### src/rtl/nios_system_cpu_2_dct_pkg.sv
// Shared widths and accumulator state encoding for the CPU 2 debug
// compressed-trace frame packer.
package nios_system_cpu_2_dct_pkg;

    localparam int ATOM_W    = 2;
    localparam int NUM_SLOTS = 15;
    localparam int DCT_W     = ATOM_W * NUM_SLOTS;
    localparam int CNT_W     = 4;

    typedef enum logic {
        ST_FILL = 1'b0,
        ST_HOLD = 1'b1
    } acc_state_e;

endpackage

### src/rtl/nios_system_cpu_2_dct_out_reg.sv
// One-entry valid/ready holding register. Payload is stable while the
// entry is valid and not being taken.
module nios_system_cpu_2_dct_out_reg #(
    parameter int W = 34
) (
    input  logic         clk,
    input  logic         reset,
    input  logic         in_valid,
    input  logic [W-1:0] in_data,
    output logic         in_ready,
    output logic         out_valid,
    output logic [W-1:0] out_data,
    input  logic         out_ready
);

    logic         valid_q;
    logic [W-1:0] data_q;
    logic         load;

    // Accepting while draining lets frames go back-to-back without a bubble.
    assign in_ready  = !valid_q || out_ready;
    assign load      = in_valid && in_ready;
    assign out_valid = valid_q;
    assign out_data  = data_q;

    always_ff @(posedge clk or posedge reset) begin
        if (reset) begin
            valid_q <= 1'b0;
            data_q  <= '0;
        end else begin
            if (load) begin
                data_q  <= in_data;
                valid_q <= 1'b1;
            end else if (out_ready) begin
                valid_q <= 1'b0;
            end
        end
    end

endmodule

### src/rtl/nios_system_cpu_2_dct_packer.sv
// Packs 2-bit trace atoms LSB-first into 30-bit frames with an occupancy
// count, and hands them to the trace consumer over valid/ready.
module nios_system_cpu_2_dct_packer
    import nios_system_cpu_2_dct_pkg::*;
#(
    parameter int ATOM_W    = nios_system_cpu_2_dct_pkg::ATOM_W,
    parameter int NUM_SLOTS = nios_system_cpu_2_dct_pkg::NUM_SLOTS,
    parameter int CNT_W     = nios_system_cpu_2_dct_pkg::CNT_W
) (
    input  logic                            clk,
    input  logic                            reset,
    input  logic                            atom_valid,
    input  logic [ATOM_W-1:0]               atom,
    output logic                            atom_ready,
    input  logic                            flush,
    output logic [ATOM_W*NUM_SLOTS-1:0]     dct_buffer,
    output logic [CNT_W-1:0]                dct_count,
    output logic                            dct_valid,
    input  logic                            dct_ready,
    output logic                            drained
);

    localparam int DCT_W = ATOM_W * NUM_SLOTS;

    acc_state_e         state_q, state_d;
    logic [DCT_W-1:0]   acc_q, acc_d, acc_post, atom_ext;
    logic [CNT_W-1:0]   cnt_q, cnt_d, cnt_post;
    logic               flush_pend_q, flush_pend_d;
    logic               accept, flush_act, close, xfer, out_in_ready;
    logic [DCT_W+CNT_W-1:0] out_data;

    always_comb begin
        atom_ready   = (state_q == ST_FILL);
        accept       = atom_valid && atom_ready;
        atom_ext     = {{(DCT_W-ATOM_W){1'b0}}, atom};
        acc_post     = acc_q;
        cnt_post     = cnt_q;
        if (accept) begin
            acc_post = acc_q | (atom_ext << (cnt_q * ATOM_W));
            cnt_post = cnt_q + CNT_W'(1);
        end

        // Close decision looks at the contents including this cycle's atom.
        flush_act = flush || flush_pend_q;
        close     = (cnt_post == CNT_W'(NUM_SLOTS)) ||
                    (flush_act && (cnt_post != '0));
        xfer      = close && out_in_ready;

        state_d      = state_q;
        acc_d        = acc_post;
        cnt_d        = cnt_post;
        flush_pend_d = 1'b0;
        if (xfer) begin
            state_d = ST_FILL;
            acc_d   = '0;
            cnt_d   = '0;
        end else if (close) begin
            // Output busy: park the finished frame and remember any flush.
            state_d      = ST_HOLD;
            flush_pend_d = flush_act;
        end
    end

    always_ff @(posedge clk or posedge reset) begin
        if (reset) begin
            state_q      <= ST_FILL;
            acc_q        <= '0;
            cnt_q        <= '0;
            flush_pend_q <= 1'b0;
        end else begin
            state_q      <= state_d;
            acc_q        <= acc_d;
            cnt_q        <= cnt_d;
            flush_pend_q <= flush_pend_d;
        end
    end

    nios_system_cpu_2_dct_out_reg #(
        .W(DCT_W + CNT_W)
    ) u_out_reg (
        .clk       (clk),
        .reset     (reset),
        .in_valid  (close),
        .in_data   ({cnt_post, acc_post}),
        .in_ready  (out_in_ready),
        .out_valid (dct_valid),
        .out_data  (out_data),
        .out_ready (dct_ready)
    );

    assign dct_buffer = out_data[DCT_W-1:0];
    assign dct_count  = out_data[DCT_W+CNT_W-1:DCT_W];
    assign drained    = (cnt_q == '0) && !dct_valid && !flush_pend_q;

endmodule

### config.mk
export PLATFORM = sky130hd
export DESIGN_NAME = nios_system_cpu_2_dct_packer
export DESIGN_NICKNAME = d
export VERILOG_FILES = /design/src/rtl/nios_system_cpu_2_dct_pkg.sv /design/src/rtl/nios_system_cpu_2_dct_out_reg.sv /design/src/rtl/nios_system_cpu_2_dct_packer.sv
export SDC_FILE = /design/constraint.sdc
export NUM_CORES = 1
export LEC_CHECK = 0
export ABC_AREA = 1
export ABC_CLOCK_PERIOD_IN_PS = 2700
export BUFFER_PORTS_ARGS = -buffer_cell sky130_fd_sc_hd__buf_2
export CELL_PAD_IN_SITES_DETAIL_PLACEMENT = 0
export CELL_PAD_IN_SITES_GLOBAL_PLACEMENT = 1
export CORE_MARGIN = 5
export CORE_UTILIZATION = 40
export CTS_BUF_LIST = sky130_fd_sc_hd__clkbuf_4
export CTS_CLUSTER_SIZE = 16
export DETAILED_ROUTE_END_ITERATION = 12
export HOLD_SLACK_MARGIN = 0.08
export PLACE_DENSITY = 0.76
export REMOVE_ABC_BUFFERS = 1
export SYNTH_ARGS = -nofsm -noshare
export SYNTH_HDL_FRONTEND = slang
export SYNTH_SLANG_ARGS = --single-unit
### constraint.sdc
create_clock -name clk -period 2.7 [get_ports clk]
set_input_delay 0.81 -clock clk [delete_from_list [all_inputs] [get_ports clk]]
set_output_delay 0.81 -clock clk [all_outputs]
set_load 0.02 [all_outputs]
==> results of run 1 <==
==> metrics by stage <==
step | instances | setup slack [ns] | cell area (µm²)
after global routing | 511 | 0.0957 | 3620
after global placement | 495 | 0.479 | 3440
after floorplan | 341 | 0.0934 | 2990
after detailed placement | 495 | 0.482 | 3440
final | 511 | 0.228 | 3620
after CTS | 511 | 0.198 | 3620
==> flip-flops by register name, indices dropped and copies added, names as in the netlist <==
name and count:
u_out_reg.out_valid 1, cnt_q 4, state_q 1, u_out_reg.out_data 34, flush_pend_q 1, acc_q 30
==> cells in the final DEF (no fill, tap or decap) <==
master                       synthesis  layout
sky130_fd_sc_hd__nand3_1            47      47
sky130_fd_sc_hd__nand2_1            83      83
sky130_fd_sc_hd__nand2_4             2       2
sky130_fd_sc_hd__nor3_1              1       1
sky130_fd_sc_hd__inv_1              39      38
sky130_fd_sc_hd__a21oi_1            60      60
sky130_fd_sc_hd__nand4_1             1       1
sky130_fd_sc_hd__ha_1                2       2
sky130_fd_sc_hd__clkinv_1            0       1
sky130_fd_sc_hd__a21boi_0            1       1
sky130_fd_sc_hd__nor2_1             20      20
sky130_fd_sc_hd__clkbuf_4            0       9
sky130_fd_sc_hd__buf_2               9      43
sky130_fd_sc_hd__a31o_2              2       2
sky130_fd_sc_hd__o21ai_1             1       1
sky130_fd_sc_hd__bufinv_16           0       3
sky130_fd_sc_hd__dfrtp_1            71      71
sky130_fd_sc_hd__o21bai_1            1       1
sky130_fd_sc_hd__nand2_2             1       1
sky130_fd_sc_hd__buf_4               3       6
sky130_fd_sc_hd__a21boi_1            2       2
sky130_fd_sc_hd__or2_2               1       1
sky130_fd_sc_hd__buf_12              0       3
sky130_fd_sc_hd__clkinvlp_4          0       1
sky130_fd_sc_hd__inv_2               6       7
sky130_fd_sc_hd__clkinv_2            0       2
==> final timing paths <==
path / from / endpoint / cells after the start
worst max-delay path: cnt_q[0] / drained / 5
worst min-delay path: reset / u_out_reg.out_data[8] / 3
worst max register to register: cnt_q[0] / u_out_reg.out_data[5] / 13
worst min register to register: u_out_reg.out_data[7] / u_out_reg.out_data[7] / 2
max in group asynchronous: reset / u_out_reg.out_data[13] / 3
min in group clk: u_out_reg.out_data[7] / u_out_reg.out_data[7] / 2
==> cells in the mapped netlist <==
cell type,number
sky130_fd_sc_hd__inv_1,39
sky130_fd_sc_hd__a21boi_0,1
sky130_fd_sc_hd__o21ai_1,1
sky130_fd_sc_hd__a31o_2,2
sky130_fd_sc_hd__nand2_4,2
sky130_fd_sc_hd__inv_2,6
sky130_fd_sc_hd__o21bai_1,1
sky130_fd_sc_hd__nor3_1,1
sky130_fd_sc_hd__nand3_1,47
sky130_fd_sc_hd__nand4_1,1
sky130_fd_sc_hd__a21boi_1,2
sky130_fd_sc_hd__clkbuf_1,6
sky130_fd_sc_hd__or2_2,1
sky130_fd_sc_hd__buf_4,3
sky130_fd_sc_hd__nand2_1,83
sky130_fd_sc_hd__ha_1,2
sky130_fd_sc_hd__buf_2,9
sky130_fd_sc_hd__buf_1,1
sky130_fd_sc_hd__nor2_1,20
sky130_fd_sc_hd__a21oi_1,60
sky130_fd_sc_hd__buf_6,2
sky130_fd_sc_hd__nand2_2,1
sky130_fd_sc_hd__dfrtp_1,71
==> report_power, final <==
part           internal, mW  switching, mW
clock network         0.463          0.372
registers              1.21         0.0864
logic                 0.343          0.867
total                  2.02           1.32
==> cell type report <==
type                            instances  area, µm²
Fill cell                             807       4030
Sequential cell                        71       1780
Multi-Input combinational cell        225       1050
Timing Repair Buffer                   52        320
Inverter                               45        169
Tap cell                              102        128
Clock inverter                          7        111
Clock buffer                            9       67.6
==> per-layer routing <==
layer,up-vias,track usage,share of wire
met1,1131,0.194,0.49
li1,1243,-,-
met2,56,0.220,0.44
met5,-,0,0
met4,0,0.0641,0.019
met3,12,0.0486,0.049
==> critical path: stages (launching register included) <==
cell                      delay (ns)
sky130_fd_sc_hd__dfrtp_1        0.49
sky130_fd_sc_hd__inv_2          0.15
sky130_fd_sc_hd__ha_1           0.15
sky130_fd_sc_hd__nand3_1        0.08
sky130_fd_sc_hd__nor3_1         0.18
sky130_fd_sc_hd__buf_2          0.21
==> cell families (layout without fill, tap and decap cells) <==
| group | count (synthesis) | after routing | synth area share |
|---|---|---|---|
| and+or+nand+nor | 156 | 156 | 0.215 |
| DFF | 71 | 71 | 0.572 |
| AOI/OAI and AO/OA | 67 | 67 | 0.114 |
| buffers and inverters | 66 | 113 | 0.0918 |
| adders and majority gates | 2 | 2 | 0.00805 |
==> Flow_metrics.wiki, run 1 <==
{| class="wikitable"
! Metric !! Value
|-
| Status || complete, no violations
|-
| Site row count || 32
|-
| Sum of net half-perimeters after detailed placement || 4180 µm
|-
| Initial DRC Count || 120
|-
| Tightest Pin Transition || 0.585 ns
|-
| Worst min-delay path category || in -> async
|-
| Sequential fraction of the synthesis area || 0.572
|-
| Power per standard cell area || 924 nW/µm²
|-
| TritonCTS clock tree || yes
|-
| Post-layout total power || 3.34 mW
|-
| Peak supply drop || 0.576 mV
|-
| Final Util || 0.473
|-
| Number of instances in the synthesized netlist || 362
|-
| Setup TNS || 0 ns
|-
| Vias || 2,442
|-
| Last weighted congestion value of the routability-driven placer || 0.780
|-
| CTS-repair resized insts || 0
|-
| Critical path launch point type || flip-flop
|-
| Number of antenna violations at the first check in global routing || 0
|-
| Syn Area/Cell || 8.59 µm²
|-
| Core Region || 7650 µm²
|-
| Max Buffers Root-to-Sink || 2
|-
| Final net count || 413
|-
| Pin count of the biggest net entering global routing || 72
|-
| Final hold violation count || 0
|-
| Synth top area cells || sky130_fd_sc_hd__dfrtp_1 (57%), sky130_fd_sc_hd__nand2_1 (10%), sky130_fd_sc_hd__a21oi_1 (9.7%)
|-
| Detail Route Antenna Nets || 0
|-
| Max-slew violation count || 0
|-
| Aggregate global-route resource usage || 0.146
|-
| Global-route wire length before repair || 11,500 µm
|-
| Count of hold buffers inserted by post-cts repair || 0
|-
| Hold WS || 0.458 ns
|-
| Final setup violating endpoints || 0
|-
| Total DRC errors in the routed layout || 0
|-
| Total Wirelength || 6520 µm
|-
| Cell area after synthesis || 3110 µm²
|-
| Yosys warning count || 0
|-
| Number of global-route vias before repair || 2,463
|-
| Width of the chip || 98.1 µm
|-
| Distinct cell type count after synthesis || 23
|-
| Die height || 98.1 µm
|-
| Largest area contributor in the synthesized netlist || sky130_fd_sc_hd__dfrtp_1
|-
| Arr. time, crit path || 1.66 ns
|-
| Post-CTS repair timing setup buffer count || 0
|-
| Setup Crit Path Kind || reg -> out
|-
| Seq cells post-synth || 71
|-
| Worst endpoint required time || 1.89 ns
|-
| Max Clock Skew || 0.0130 ns
|-
| CTS HTree Levels || 3
|-
| Proportion of layout cells with a drive suffix above 1 || 0.196
|-
| Max-cap violation count || 0
|-
| Signed area change from the synthesized netlist to the final layout || 16.4%
|-
| Peak fanout along the critical path || 7
|-
| Clk slew on worst S/H paths || 0.11 ns
|-
| Overflow after GRT || 0
|-
| Root buffer selected by CTS || sky130_fd_sc_hd__clkbuf_4
|-
| First drt pass iteration count || 4
|-
| Worst-case register-to-register setup slack || 0.68 ns
|-
| Number of sinks on the clock net || 71
|-
| # diodes || 0
|-
| Minimum clock period after layout || 2.47 ns
|-
| Die area || 9630 µm²
|-
| Number of input and output port buffers inserted || 43
|-
| Total CTS buffers || 9
|-
| Final clock period utilization by the worst path || 0.916
|-
| Endpoint type of the worst setup path || primary output
|-
| Initial core utilization || 0.406
|-
| Rel. slew slack || 0.608
|-
| Static power due to leakage || 2.21 nW
|-
| Post-detailed-route via-to-cell ratio || 4.78
|-
| Achievable Freq || 404 MHz
|-
| Unrepaired setup endpoints after global routing || false
|-
| Fraction of post-synthesis cell area in the top cell type by area || 0.572
|-
| Drt wl/cell || 12.7 µm
|-
| Skew-Pair Late Insertion Delay || 0.41 ns
|-
| Total I/O pin count || 44
|}
No activity file was read; power rests on OpenSTA's default activity.
==> run 2, diff against run 1 <==
--- a/config.mk
+++ b/config.mk
@@ -6,18 +6,20 @@
 export NUM_CORES = 1
 export LEC_CHECK = 0
 export ABC_AREA = 1
-export ABC_CLOCK_PERIOD_IN_PS = 2700
+export ABC_CLOCK_PERIOD_IN_PS = 2900
 export BUFFER_PORTS_ARGS = -buffer_cell sky130_fd_sc_hd__buf_2
+export CAP_MARGIN = 20
 export CELL_PAD_IN_SITES_DETAIL_PLACEMENT = 0
 export CELL_PAD_IN_SITES_GLOBAL_PLACEMENT = 1
 export CORE_MARGIN = 5
-export CORE_UTILIZATION = 40
+export CORE_UTILIZATION = 48
 export CTS_BUF_LIST = sky130_fd_sc_hd__clkbuf_4
 export CTS_CLUSTER_SIZE = 16
 export DETAILED_ROUTE_END_ITERATION = 12
 export HOLD_SLACK_MARGIN = 0.08
-export PLACE_DENSITY = 0.76
+export PLACE_DENSITY = 0.85
 export REMOVE_ABC_BUFFERS = 1
+export SLEW_MARGIN = 10
 export SYNTH_ARGS = -nofsm -noshare
 export SYNTH_HDL_FRONTEND = slang
 export SYNTH_SLANG_ARGS = --single-unit
==> constraint.sdc (replaced) <==
create_clock -name clk -period 2.9 [get_ports clk]
set_input_delay 0.87 -clock clk [delete_from_list [all_inputs] [get_ports clk]]
set_output_delay 0.87 -clock clk [all_outputs]
set_load 0.02 [all_outputs]
==> Flow_metrics.wiki, run 2 (synthesized netlist as in run 1, its figures left out) <==
{| class="wikitable"
! Metric !! Value
|-
| Status || complete, no violations (unchanged)
|-
| Rel. slew slack || 0.725 (was 0.608)
|-
| Arr. time, crit path || 1.58 ns (was 1.66 ns)
|-
| Width of the chip || 90.5 µm (was 98.1 µm)
|-
| Drt wl/cell || 13.1 µm (was 12.7 µm)
|-
| Final Util || 0.555 (was 0.473)
|-
| Total DRC errors in the routed layout || 0 (unchanged)
|-
| Static power due to leakage || 2.18 nW (was 2.21 nW)
|-
| Critical Path Slowest Stage Cell || sky130_fd_sc_hd__dfrtp_1 (unchanged)
|-
| Most frequent cells in the layout || sky130_fd_sc_hd__nand2_1 (83), sky130_fd_sc_hd__dfrtp_1 (71), sky130_fd_sc_hd__a21oi_1 (60) (unchanged)
|-
| Setup TNS || 0 ns (unchanged)
|-
| Post-CTS repair timing setup buffer count || 0 (unchanged)
|-
| Clk slew on worst S/H paths || 0.10 ns (was 0.11 ns)
|-
| Proportion of layout cells with a drive suffix above 1 || 0.193 (was 0.196)
|-
| Power per standard cell area || 808 nW/µm² (was 924 nW/µm²)
|-
| CTS HTree Levels || 3 (unchanged)
|-
| CTS-repair resized insts || 0 (unchanged)
|-
| Number of antenna violations at the first check in global routing || 0 (unchanged)
|-
| Worst path cell trace || inv_2 -> ha_1 -> nand3_1 -> nor3_1 -> buf_2 (unchanged)
|-
| Last weighted congestion value of the routability-driven placer || 0.765 (was 0.780)
|-
| Post-detailed-route via-to-cell ratio || 5.10 (was 4.78)
|-
| Final clock period utilization by the worst path || 0.843
|-
| Final setup violating endpoints || 0 (unchanged)
|-
| Endpoint type of the worst setup path || primary output (unchanged)
|-
| Total Wirelength || 6380 µm (was 6520 µm)
|-
| Count of hold buffers inserted by post-cts repair || 0 (unchanged)
|-
| Peak fanout along the critical path || 7 (unchanged)
|-
| Total CTS buffers || 9 (unchanged)
|-
| Maximum cell stage delay along the critical path || 0.47 ns (was 0.49 ns)
|-
| Max reg flops || 34 (unchanged)
|-
| Total I/O pin count || 44 (unchanged)
|-
| Final hold violation count || 0 (unchanged)
|-
| Number of global-route vias before repair || 2,479 (was 2,463)
|-
| Worst-case register-to-register setup slack || 0.85 ns (was 0.68 ns)
|-
| Achievable Freq || 409 MHz
|-
| Sum of net half-perimeters after detailed placement || 4150 µm (was 4180 µm)
|-
| Worst min-delay path category || reg -> reg (was in -> async)
|-
| Core Region || 6310 µm² (was 7650 µm²)
|-
| Skew-Pair Late Insertion Delay || 0.40 ns (was 0.41 ns)
|-
| Die height || 90.5 µm (was 98.1 µm)
|-
| # diodes || 0 (unchanged)
|-
| Max Clock Skew || 0.0140 ns (was 0.0130 ns)
|-
| Max-slew violation count || 0 (unchanged)
|-
| Number of input and output port buffers inserted || 43 (unchanged)
|-
| TritonCTS clock tree || yes (unchanged)
|-
| Tightest Pin Transition || 0.411 ns (was 0.585 ns)
|-
| Minimum clock period after layout || 2.45 ns
|-
| Unrepaired setup endpoints after global routing || false (unchanged)
|-
| Final net count || 413 (unchanged)
|-
| Initial DRC Count || 125 (was 120)
|-
| Number of sinks on the clock net || 71 (unchanged)
|-
| Initial core utilization || 0.492 (was 0.406)
|-
| Global-route wire length before repair || 11,400 µm (was 11,500 µm)
|-
| Peak supply drop || 0.504 mV (was 0.576 mV)
|-
| Post-layout total power || 2.83 mW (was 3.34 mW)
|-
| Vias || 2,477 (was 2,442)
|-
| Site row count || 29 (was 32)
|-
| Aggregate global-route resource usage || 0.166 (was 0.146)
|-
| Die area || 8180 µm² (was 9630 µm²)
|-
| Overflow after GRT || 0 (unchanged)
|-
| Root buffer selected by CTS || sky130_fd_sc_hd__clkbuf_4 (unchanged)
|-
| Setup Crit Path Kind || reg -> out (unchanged)
|-
| Pin count of the biggest net entering global routing || 72 (unchanged)
|-
| Signed area change from the synthesized netlist to the final layout || 12.7% (was 16.4%)
|-
| Detail Route Antenna Nets || 0 (unchanged)
|-
| Worst endpoint required time || 2.03 ns (was 1.89 ns)
|-
| Final-layout fill cell count || 621 (was 807)
|-
| Max-cap violation count || 0 (unchanged)
|-
| Max Buffers Root-to-Sink || 2 (unchanged)
|-
| Hold WS || 0.473 ns (was 0.458 ns)
|-
| First drt pass iteration count || 4 (unchanged)
|-
| Most common cell after layout, fill and taps aside || sky130_fd_sc_hd__nand2_1 (unchanged)
|-
| Critical path launch point type || flip-flop (unchanged)
|}
==> run 2: changes by cell type in the layout (fill, tap and decap cells not counted) <==
| cell | delta |
|---|---|
| sky130_fd_sc_hd__clkbuf_4 | +2 |
| sky130_fd_sc_hd__buf_12 | -1 |
| sky130_fd_sc_hd__bufinv_16 | -3 |
| sky130_fd_sc_hd__clkinv_1 | +1 |
| sky130_fd_sc_hd__buf_4 | +1 |
==> run 2: stage by stage <==
| step | setup slack (ns) | area (µm²) | std cells |
|---|---|---|---|
| final | 0.455 | 3500 | 486 |
| after global routing | 0.369 | 3500 | 486 |
| after CTS | 0.425 | 3500 | 486 |
| after detailed placement | 0.567 | 3400 | 470 |
| after global placement | 0.650 | 3400 | 470 |
| after floorplan | 0.233 | 2990 | 341 |
==> run 2: cell type report <==
cell class | instances | area (µm²) | share of cell area
clock buffers | 11 | 82.6 | 0.0236
clock inverters | 5 | 25.0 | 0.00714
inverters | 45 | 169 | 0.0482
multi-input cells | 225 | 1050 | 0.299
flip-flops and latches | 71 | 1780 | 0.507
well taps | 77 | 96.3 | 0.0275
repair buffers | 52 | 308 | 0.0879
==> run 2: worst max-delay path, delay by kind of cell (launching register included) <==
family	cells	cell delay (ns)
buf+inv	2	0.33
simple gates	2	0.23
fa+ha+maj	1	0.16
flops	1	0.47
==> run 2: metal layers <==
metal  up-vias  global-route usage  share of wire
met3         9              0.0300          0.042
met2        51               0.270           0.47
li1       1243                   -              -
met4         0              0.0558          0.014
met5         -                   0              0
met1      1174               0.222           0.48
==> run 2: where the power goes <==
part | internal (mW) | switching [mW]
Sequential | 1.13 | 0.0792
Clock | 0.188 | 0.329
Combinational | 0.292 | 0.813
==> run 2: path summary, 6_finish.rpt <==
| kind | start | end | cells after the start |
|---|---|---|---|
| max in group asynchronous | reset | u_out_reg.out_data[13] | 3 |
| max | cnt_q[0] | drained | 5 |
| max reg2reg | cnt_q[0] | flush_pend_q | 12 |
| min reg2reg | u_out_reg.out_data[14] | u_out_reg.out_data[14] | 2 |
| min | u_out_reg.out_data[14] | u_out_reg.out_data[14] | 2 |
| min in group asynchronous | reset | u_out_reg.out_data[16] | 3 |
